==> config.mk <==
export PLATFORM = sky130hd
export DESIGN_NAME = snn_host_sequencer_flat
export DESIGN_NICKNAME = d
export VERILOG_FILES = /design/src/rtl/snn_host_sequencer_if.sv /design/src/rtl/snn_host_sequencer.sv /design/src/flat_wrapper.sv
export SDC_FILE = /design/constraint.sdc
export NUM_CORES = 1
export LEC_CHECK = 0
export BUFFER_PORTS_ARGS = -buffer_cell sky130_fd_sc_hd__buf_2
export CAP_MARGIN = 10
export CORE_ASPECT_RATIO = 1.2
export CORE_UTILIZATION = 40
export CTS_CLUSTER_DIAMETER = 30
export DETAILED_ROUTE_END_ITERATION = 12
export PLACE_DENSITY = 0.73
export SYNTH_ARGS = -nofsm -noshare
export SYNTH_HDL_FRONTEND = slang
export SYNTH_SLANG_ARGS = --single-unit
==> constraint.sdc <==
create_clock -name wb_clk_i -period 2.7 [get_ports wb_clk_i]
set_clock_uncertainty 0.05 [all_clocks]
set_input_delay 0.405 -clock wb_clk_i [delete_from_list [all_inputs] [get_ports wb_clk_i]]
set_output_delay 0.405 -clock wb_clk_i [all_outputs]
set_load 0.03 [all_outputs]
==> src/rtl/snn_host_sequencer_if.sv <==
// Signal bundle between the host sequencer and its environment.
// The master modport is the sequencer view; slave is the host/core side.
interface snn_host_sequencer_if;
  logic        start_i;
  logic        core_i;
  logic        in_valid_i;
  logic [31:0] in_data_i;
  logic        in_ready_o;
  logic        out_valid_o;
  logic [31:0] out_data_o;
  logic        out_ready_i;
  logic        busy_o;
  logic        done_o;
  logic        err_o;
  logic        wbm_cyc_o;
  logic        wbm_stb_o;
  logic        wbm_we_o;
  logic [3:0]  wbm_sel_o;
  logic [31:0] wbm_adr_o;
  logic [31:0] wbm_dat_o;
  logic        wbm_ack_i;
  logic [31:0] wbm_dat_i;

  modport master (
    input  start_i, core_i, in_valid_i, in_data_i, out_ready_i,
           wbm_ack_i, wbm_dat_i,
    output in_ready_o, out_valid_o, out_data_o, busy_o, done_o, err_o,
           wbm_cyc_o, wbm_stb_o, wbm_we_o, wbm_sel_o, wbm_adr_o, wbm_dat_o
  );

  modport slave (
    output start_i, core_i, in_valid_i, in_data_i, out_ready_i,
           wbm_ack_i, wbm_dat_i,
    input  in_ready_o, out_valid_o, out_data_o, busy_o, done_o, err_o,
           wbm_cyc_o, wbm_stb_o, wbm_we_o, wbm_sel_o, wbm_adr_o, wbm_dat_o
  );
endinterface

==> src/rtl/snn_host_sequencer.sv <==
// Wishbone initiator that pushes one timestep through a neuron core:
// load IMEM spike words, trigger calc, then drain OMEM words onto a stream.
module snn_host_sequencer #(
  parameter int          NUM_AXONS   = 256,
  parameter logic [31:0] IMEM_BASE_0 = 32'h8000_0000,
  parameter logic [31:0] IMEM_BASE_1 = 32'h8001_0000,
  parameter logic [31:0] OMEM_BASE_0 = 32'h8003_0000,
  parameter logic [31:0] OMEM_BASE_1 = 32'h8004_0000,
  parameter logic [31:0] CALC_ADDR   = 32'h8005_0000,
  parameter int          TIMEOUT     = 255
) (
  input  logic                 wb_clk_i,
  input  logic                 wb_rst_i,
  snn_host_sequencer_if.master bus
);

  localparam int WORDS = NUM_AXONS / 32;
  localparam int KW    = $clog2(WORDS) + 1;
  localparam logic [KW-1:0] K_LAST   = KW'(WORDS - 1);
  localparam logic [7:0]    TMO_LAST = 8'(TIMEOUT - 1);

  typedef enum logic [2:0] {
    IDLE, LD_GET, LD_BUS, CALC, RD_BUS, RD_PUSH, FINISH
  } state_t;

  state_t        state_q, state_d;
  logic [KW-1:0] k_q, k_d;
  logic          core_q, core_d;
  logic [31:0]   word_q, word_d;
  logic [31:0]   rdata_q, rdata_d;
  logic          err_q, err_d;
  logic          gap_q, gap_d;
  logic [7:0]    tmo_q, tmo_d;

  logic          beat;
  logic          bus_we;
  logic [31:0]   bus_adr;
  logic [31:0]   bus_dat;
  logic [31:0]   word_off;
  logic          last_word;

  assign word_off  = 32'({k_q, 2'b00});
  assign last_word = (k_q == K_LAST);

  always_ff @(posedge wb_clk_i) begin
    if (wb_rst_i) begin
      state_q <= IDLE;
      k_q     <= '0;
      core_q  <= 1'b0;
      word_q  <= '0;
      rdata_q <= '0;
      err_q   <= 1'b0;
      gap_q   <= 1'b0;
      tmo_q   <= '0;
    end else begin
      state_q <= state_d;
      k_q     <= k_d;
      core_q  <= core_d;
      word_q  <= word_d;
      rdata_q <= rdata_d;
      err_q   <= err_d;
      gap_q   <= gap_d;
      tmo_q   <= tmo_d;
    end
  end

  // gap_q forces one idle bus cycle when two beats would otherwise abut
  // (last IMEM write -> calc, calc -> first OMEM read).
  always_comb begin
    state_d = state_q;
    k_d     = k_q;
    core_d  = core_q;
    word_d  = word_q;
    rdata_d = rdata_q;
    err_d   = err_q;
    gap_d   = gap_q;
    tmo_d   = tmo_q;
    beat    = 1'b0;
    bus_we  = 1'b0;
    bus_adr = '0;
    bus_dat = '0;

    case (state_q)
      IDLE: begin
        if (bus.start_i) begin
          core_d  = bus.core_i;
          k_d     = '0;
          err_d   = 1'b0;
          gap_d   = 1'b0;
          tmo_d   = '0;
          state_d = LD_GET;
        end
      end
      LD_GET: begin
        if (bus.in_valid_i) begin
          word_d  = bus.in_data_i;
          tmo_d   = '0;
          state_d = LD_BUS;
        end
      end
      LD_BUS: begin
        beat    = 1'b1;
        bus_we  = 1'b1;
        bus_adr = (core_q ? IMEM_BASE_1 : IMEM_BASE_0) + word_off;
        bus_dat = word_q;
        if (bus.wbm_ack_i) begin
          tmo_d = '0;
          if (last_word) begin
            k_d     = '0;
            gap_d   = 1'b1;
            state_d = CALC;
          end else begin
            k_d     = k_q + 1'b1;
            state_d = LD_GET;
          end
        end
      end
      CALC: begin
        if (gap_q) begin
          gap_d = 1'b0;
        end else begin
          beat    = 1'b1;
          bus_we  = 1'b1;
          bus_adr = CALC_ADDR;
          bus_dat = 32'h1;
          if (bus.wbm_ack_i) begin
            tmo_d   = '0;
            gap_d   = 1'b1;
            state_d = RD_BUS;
          end
        end
      end
      RD_BUS: begin
        if (gap_q) begin
          gap_d = 1'b0;
        end else begin
          beat    = 1'b1;
          bus_adr = (core_q ? OMEM_BASE_1 : OMEM_BASE_0) + word_off;
          if (bus.wbm_ack_i) begin
            tmo_d   = '0;
            rdata_d = bus.wbm_dat_i;
            state_d = RD_PUSH;
          end
        end
      end
      RD_PUSH: begin
        if (bus.out_ready_i) begin
          if (last_word) begin
            state_d = FINISH;
          end else begin
            k_d     = k_q + 1'b1;
            state_d = RD_BUS;
          end
        end
      end
      FINISH: begin
        state_d = IDLE;
      end
      default: begin
        state_d = IDLE;
      end
    endcase

    // A stalled beat gives up after TIMEOUT cycles and skips the rest of the run.
    if (beat && !bus.wbm_ack_i) begin
      if (tmo_q == TMO_LAST) begin
        err_d   = 1'b1;
        tmo_d   = '0;
        state_d = FINISH;
      end else begin
        tmo_d = tmo_q + 8'd1;
      end
    end
  end

  assign bus.wbm_cyc_o   = beat;
  assign bus.wbm_stb_o   = beat;
  assign bus.wbm_we_o    = bus_we;
  assign bus.wbm_sel_o   = beat ? 4'hF : 4'h0;
  assign bus.wbm_adr_o   = bus_adr;
  assign bus.wbm_dat_o   = bus_dat;
  assign bus.in_ready_o  = (state_q == LD_GET);
  assign bus.out_valid_o = (state_q == RD_PUSH);
  assign bus.out_data_o  = rdata_q;
  assign bus.busy_o      = (state_q != IDLE) && (state_q != FINISH);
  assign bus.done_o      = (state_q == FINISH);
  assign bus.err_o       = err_q;

endmodule

==> src/flat_wrapper.sv <==
// flat-port wrapper written by rule: the top's interface ports become plain ports
module snn_host_sequencer_flat 
#(
  parameter int          NUM_AXONS   = 256,
  parameter logic [31:0] IMEM_BASE_0 = 32'h8000_0000,
  parameter logic [31:0] IMEM_BASE_1 = 32'h8001_0000,
  parameter logic [31:0] OMEM_BASE_0 = 32'h8003_0000,
  parameter logic [31:0] OMEM_BASE_1 = 32'h8004_0000,
  parameter logic [31:0] CALC_ADDR   = 32'h8005_0000,
  parameter int          TIMEOUT     = 255
)
  (wb_clk_i, wb_rst_i, bus_start_i, bus_core_i, bus_in_valid_i, bus_in_data_i, bus_out_ready_i, bus_wbm_ack_i, bus_wbm_dat_i, bus_in_ready_o, bus_out_valid_o, bus_out_data_o, bus_busy_o, bus_done_o, bus_err_o, bus_wbm_cyc_o, bus_wbm_stb_o, bus_wbm_we_o, bus_wbm_sel_o, bus_wbm_adr_o, bus_wbm_dat_o);
  snn_host_sequencer_if bus_i ();
  input  logic wb_clk_i;
  input  logic wb_rst_i;
  input wire logic [$bits(bus_i.start_i)-1:0] bus_start_i;
  input wire logic [$bits(bus_i.core_i)-1:0] bus_core_i;
  input wire logic [$bits(bus_i.in_valid_i)-1:0] bus_in_valid_i;
  input wire logic [$bits(bus_i.in_data_i)-1:0] bus_in_data_i;
  input wire logic [$bits(bus_i.out_ready_i)-1:0] bus_out_ready_i;
  input wire logic [$bits(bus_i.wbm_ack_i)-1:0] bus_wbm_ack_i;
  input wire logic [$bits(bus_i.wbm_dat_i)-1:0] bus_wbm_dat_i;
  output wire logic [$bits(bus_i.in_ready_o)-1:0] bus_in_ready_o;
  output wire logic [$bits(bus_i.out_valid_o)-1:0] bus_out_valid_o;
  output wire logic [$bits(bus_i.out_data_o)-1:0] bus_out_data_o;
  output wire logic [$bits(bus_i.busy_o)-1:0] bus_busy_o;
  output wire logic [$bits(bus_i.done_o)-1:0] bus_done_o;
  output wire logic [$bits(bus_i.err_o)-1:0] bus_err_o;
  output wire logic [$bits(bus_i.wbm_cyc_o)-1:0] bus_wbm_cyc_o;
  output wire logic [$bits(bus_i.wbm_stb_o)-1:0] bus_wbm_stb_o;
  output wire logic [$bits(bus_i.wbm_we_o)-1:0] bus_wbm_we_o;
  output wire logic [$bits(bus_i.wbm_sel_o)-1:0] bus_wbm_sel_o;
  output wire logic [$bits(bus_i.wbm_adr_o)-1:0] bus_wbm_adr_o;
  output wire logic [$bits(bus_i.wbm_dat_o)-1:0] bus_wbm_dat_o;
  assign bus_i.start_i = bus_start_i;
  assign bus_i.core_i = bus_core_i;
  assign bus_i.in_valid_i = bus_in_valid_i;
  assign bus_i.in_data_i = bus_in_data_i;
  assign bus_i.out_ready_i = bus_out_ready_i;
  assign bus_i.wbm_ack_i = bus_wbm_ack_i;
  assign bus_i.wbm_dat_i = bus_wbm_dat_i;
  assign bus_in_ready_o = bus_i.in_ready_o;
  assign bus_out_valid_o = bus_i.out_valid_o;
  assign bus_out_data_o = bus_i.out_data_o;
  assign bus_busy_o = bus_i.busy_o;
  assign bus_done_o = bus_i.done_o;
  assign bus_err_o = bus_i.err_o;
  assign bus_wbm_cyc_o = bus_i.wbm_cyc_o;
  assign bus_wbm_stb_o = bus_i.wbm_stb_o;
  assign bus_wbm_we_o = bus_i.wbm_we_o;
  assign bus_wbm_sel_o = bus_i.wbm_sel_o;
  assign bus_wbm_adr_o = bus_i.wbm_adr_o;
  assign bus_wbm_dat_o = bus_i.wbm_dat_o;
  snn_host_sequencer #(.NUM_AXONS(NUM_AXONS), .IMEM_BASE_0(IMEM_BASE_0), .IMEM_BASE_1(IMEM_BASE_1), .OMEM_BASE_0(OMEM_BASE_0), .OMEM_BASE_1(OMEM_BASE_1), .CALC_ADDR(CALC_ADDR), .TIMEOUT(TIMEOUT)) u_core (.wb_clk_i(wb_clk_i), .wb_rst_i(wb_rst_i), .bus(bus_i));
endmodule
# Word-level counts from Yosys, hierarchy flattened
# Index checks and enable logic that the tools add are counted.
# op_classes
addsub	4
n_eq_ne	17
muxes	47
n_bitwise	1
n_reduce_logical	15
# ops
op	n
$pmux W32 S3	1
$add A32 B6 Y32	2
$mux W32	2
$pmux W32 S2	1
$mux W8	6
$pmux W8 S4	1
$mux W3	10
$mux W4	6
$mux W19	1
$pmux W3 S6	1
$mux W17	1
$pmux W4 S3	1
$mux W1	11
$eq A3 B3 Y1 const B	3
$add A8 B1 Y8 const B	1
$eq A8 B8 Y1 const B	1
$ne A2 B2 Y1 const B	4
$reduce_and A4 Y1	2
$eq A3 B2 Y1 const B	2
$ne A3 B2 Y1 const B	2
$ne A3 B3 Y1 const B	2
$reduce_bool A3 Y1	2
$reduce_and A5 Y1	1
$reduce_bool A5 Y1	1
15 further kinds	19
# totals
regBits	82
input_bits	71
out_inout_bits	108
elab_cells	92

# Depth between registers and ports, before layout
# logic_depth
depth_word	6
depth_mapped	7
depth_no_buf	6

# Worst setup path after synthesis
# OpenSTA, ideal clock, no wires.
# synth_timing
path_kind	flip-flop to output port
start	register u_core.state_q[0]
end	output bus_wbm_sel_o[0]
arrival_ns	2.058
t_required_ns	2.245
setup_slack_ns	0.187
path_stages_with_launch	6
path_buffers	4
path_cell_list	dfxtp_1 buf_6 buf_2 buf_1 o21ai_0 buf_4
# synth_between
elab_chain_len	4
elab_cells_between_ends	6
classes_between	3 x eq/ne; 2 x mux; 1 x reduce/logical
# synth_lines
element	line	text
start: declaration	snn_host_sequencer.sv:26	state_t state_q, state_d;
start signal: assignment	snn_host_sequencer.sv:56	state_q <= state_d;
$eq A3 B2 Y1 / $eq A3 B3 Y1 (equally long branches)	snn_host_sequencer.sv:83	case (state_q)
$reduce_or A2 Y1 (no source line)	-	
$pmux W1 S2 *	snn_host_sequencer.sv:83	
via bus_wbm_cyc_o	flat_wrapper.sv:29	output wire logic [$bits(bus_i.wbm_cyc_o)-1:0] bus_wbm_cyc_o;
$mux W4 *	snn_host_sequencer.sv:179	assign bus.wbm_sel_o = beat ? 4'hF : 4'h0;
end: declaration	flat_wrapper.sv:32	output wire logic [$bits(bus_i.wbm_sel_o)-1:0] bus_wbm_sel_o;
# Mark *: on every way through the listed nets, which the timed path passes. The rest lies on a longest branch.

# Worst setup path after layout
# layout_timing
start	register u_core.state_q[0]
end	output bus_wbm_sel_o[1]
# layout_between
elab_chain_len	4
elab_cells_between_ends	6
classes_between	3 x eq/ne; 2 x mux; 1 x reduce/logical
# layout_lines
element	line
$eq A3 B2 Y1 / $eq A3 B3 Y1 (equally long branches)	snn_host_sequencer.sv:83
$reduce_or A2 Y1 (no source line)	-
$pmux W1 S2 *	snn_host_sequencer.sv:83
$mux W4 *	snn_host_sequencer.sv:179
# Mark *: on every way between the ends. The rest lies on a longest branch, timed or not.

==> summary.txt <==
Clocking
  • Clock slew at reported path FFs: around 60 ps
  • Clock Tree Buf Depth: 2
  • Hold buffer count at cts: 0
  • H-tree depth: 3
  • Clock net sink count: between 80 and 90
  • Cts bufs inserted: 9
  • CTS tree: built
  • Clk_lat worst skew: approximately 330 ps
  • Root Driver: clkbuf_16

Worst setup path
  • RR Startpoint: u_core.state_q[0]
  • Worst Setup SP: u_core.state_q[0]
  • CP max-delay cell: dfxtp_1
  • Critical path type: reg2out
  • Critical path data required time: 2250 ps
  • Critical Path End Type: output port
  • Crit-path cells: nor4b_2 -> nor2_1 -> o21ai_0 -> buf_2
  • Crit-path max FO: 13
  • Worst r2r path cells: 5
  • Startpoint types: flop
  • Crit-path max cell delay: between 500 and 600 ps
  • Worst path arrival time: 2030 ps

Timing
  • Worst slew margin: between 60% and 70%
  • Setup TNS after final layout: 0 ps
  • # setup viols final: 0
  • Final Hold Viols: 0
  • Fin crit share: just over 90%
  • Crit path time final: about 2500 ps
  • Worst-margin pin slew: 581 ps
  • Slew Limit Fails: 0
  • RSZ-0062 raised after global routing: no
  • Fmax: 403 MHz

Yosys
  • Synth top area cells: dfxtp_1 41%, nand2_1 13%, a21oi_1 9.5%, buf_4 6.2%, and2_1 5.5%
  • Synth Area per Inst: roughly 7.7 um^2
  • Netlist Area Pre-Place: 0.00398 mm^2
  • Synth top area share: around 41%
  • Register area share after synthesis: between 40% and 50%
  • Seq cells post-synth: slightly above 80
  • EDFF count, synth: 0
  • Synth warnings: 0
  • XOR/XNOR share of the synthesized area: 0%
  • Compound-Gate Fraction of Synth Area: between 10% and 20%
  • Synth Area in Simple Gates: between 20% and 30%
  • Synth cell types: between 50 and 60
  • Post-Syn Instances: just over 500
  • Yosys top cell by area: dfxtp_1
  • Most used DFF post-synth: dfxtp_1
  • Post-synthesis mux area share: about 1.9%
  • Async set-reset flop share out of synthesis: 0%
  • Main combinational cell family by area after synthesis: simple AND/OR/NAND/NOR gates
  • Post-Synth Adder-Cell Area: 0.942%

Cells and area
  • Final Core Density: 51.6%
  • Area of the multi-input gates: 0.00202 mm^2
  • Commonest non-fill, non-tap cell in the layout: buf_2
  • Ant diodes: 0
  • Finished Layout Cells: around 770
  • Most frequent cells in the layout: 154 x buf_2, 142 x nand2_1, 80 x dfxtp_1
  • # nets final: ~720
  • Synthesis-to-layout area growth: 24.6%
  • Share of layout cells above drive strength 1: a little under 30%
  • Filler Cell Count: 950
  • Finished Cell Area: 0.00496 mm^2
  • Register area: approximately 0.0016 mm^2

GRT
  • First-pass GRT wire length: between 15000 and 20000 um
  • Vias in the first global route: between 3000 and 4000
  • Total track usage: a little under a fifth
  • Gr ovfl total: 0
  • Largest net degree at the start of global routing: 57
  • Initial antenna violation count: 0

Power
  • Clock share of power: 43.4%
  • Worst vdd ir: between 0.3 and 0.4 mV
  • Leak Pwr: around 0.0022 uW
  • Pwr dens: between 500 and 600 mW/mm^2
  • Combinational Power Share: about 11%
  • P_sw: 686 uW
  • Sequential Power Share: a little under half
  • Internal power: 2090 uW
  • Switch share: between 20% and 30%

Floorplanning
  • Core outline area: 0.00961 mm^2
  • Die width: around 93 um
  • Io pins: roughly 180
  • Starting Density: 41.4%
  • FP Rows: 39
  • Height of the die: 111 um
  • Die Footprint: ~0.010 mm^2

Run status
  • Status: finished clean

Worst hold path
  • Hold Startpoint: bus_in_data_i[0]
  • Worst hold-check path type: in2reg
  • Worst hold path cell count: 3

Placement
  • Placed cells: between 700 and 800
  • I/O Buffers: between 150 and 200
  • HPWL Detailed: 7100 um
  • DP Area: approximately 0.0047 mm^2
  • GPL Wtd Cong: approximately 0.87

Route
  • Wirelength per Cell: approximately 13 um
  • Antenna Nets Post-Route: 0
  • DRT Wirelength: a little under 10000 um
  • DR pass1 iterations: 4
  • Post-DR vias/cell: approximately 5
  • DRT iter0 DRCs: 190
  • Vias: around 3800
  • # DRC: 0

Job
  • Max_cap viols: 0
cell usage after synthesis, drive strengths merged, types with 2 or more instances:
master	n
a21oi	78
nor3	2
nand3	16
nand2b	6
buf	49
nand3b	4
inv	6
and3b	3
o211ai	3
o2111ai	2
nor2b	3
mux2i	4
nor4	2
o31a	2
o21ai	7
ha	3
clkbuf	16
a221oi	2
nor3b	5
and2	35
nor2	15
a31oi	4
a311oi	2
nand2	142
a21o	2
dfxtp	82
critical path, delay by kind of cell (launching register included):
kind	cells	cell delay, ps
compound gates	1	310
buf+inv	1	260
flops	1	590
simple gates	2	530
power by group through the flow:
stage | clock network (uW) | registers (uW) | logic, uW
floorplan | 0 | 1270 | 258
global placement | 0 | 1280 | 307
detailed placement | 0 | 1290 | 314
CTS | 1240 | 1260 | 315
global route | 1280 | 1260 | 342
finish | 1210 | 1260 | 314
sequential cells by signal, indices dropped and copies added, names as in the netlist:
name                   flops
u_core.bus.out_data_o     32
u_core.tmo_q               8
u_core.core_q              1
u_core.state_q             3
u_core.k_q                 4
u_core.bus.err_o           1
u_core.gap_q               1
u_core.word_q             32
routing by layer:
metal  wire length, um  global-route usage, %  vias to the layer above
met1              4010                   21.9                     1754
met5                 0                      0                        -
met4               295                   10.7                        0
met2              5080                   32.9                      154
li1                  -                      -                     1915
met3               538                   2.95                       24
stage by stage:
| stage | worst slack (ps) | total power (uW) | hold WS (ps) |
|---|---|---|---|
| 3_5_place_dp | 348 | 1600 | 393 |
| 2_1_floorplan | 187 | 1530 | 382 |
| 3_3_place_gp | 480 | 1590 | 387 |
| 6_report | 219 | 2780 | 256 |
| 5_1_grt | 8.33 | 2880 | 261 |
| 4_1_cts | 25.7 | 2810 | 247 |
logic make-up (layout without fill, tap and decap cells):
logic type,count (synthesis),after routing
mux,6,6
fa+ha+maj,3,3
simple gates,241,241
buf+inv,71,181
compound gates,111,111
other cells,1,24
flops,82,82
cell type report:
cell class	count	share of cell area [%]
Clock buffer	11	5.09
Inverter	6	0.454
Tap cell	123	3.10
Clock inverter	3	0.806
Timing Repair Buffer	161	16.8
Multi-Input combinational cell	385	40.6
Sequential cell	82	33.1
path summary, 6_finish.rpt:
kind | to | slack [ps]
worst max-delay path | bus_wbm_sel_o[1] | 220
worst min-delay path | u_core.word_q[0] | 260
worst max register to register | u_core.tmo_q[5] | 720
worst min register to register | u_core.bus.out_data_o[2] | 400
repair_timing:
| item | CTS | global route |
|---|---|---|
| endpoints found under the setup margin | 0 | 27 |
| setup buffers | 0 | 0 |
| resized for setup | 0 | 2 |
(Power assumes the default switching activity.)
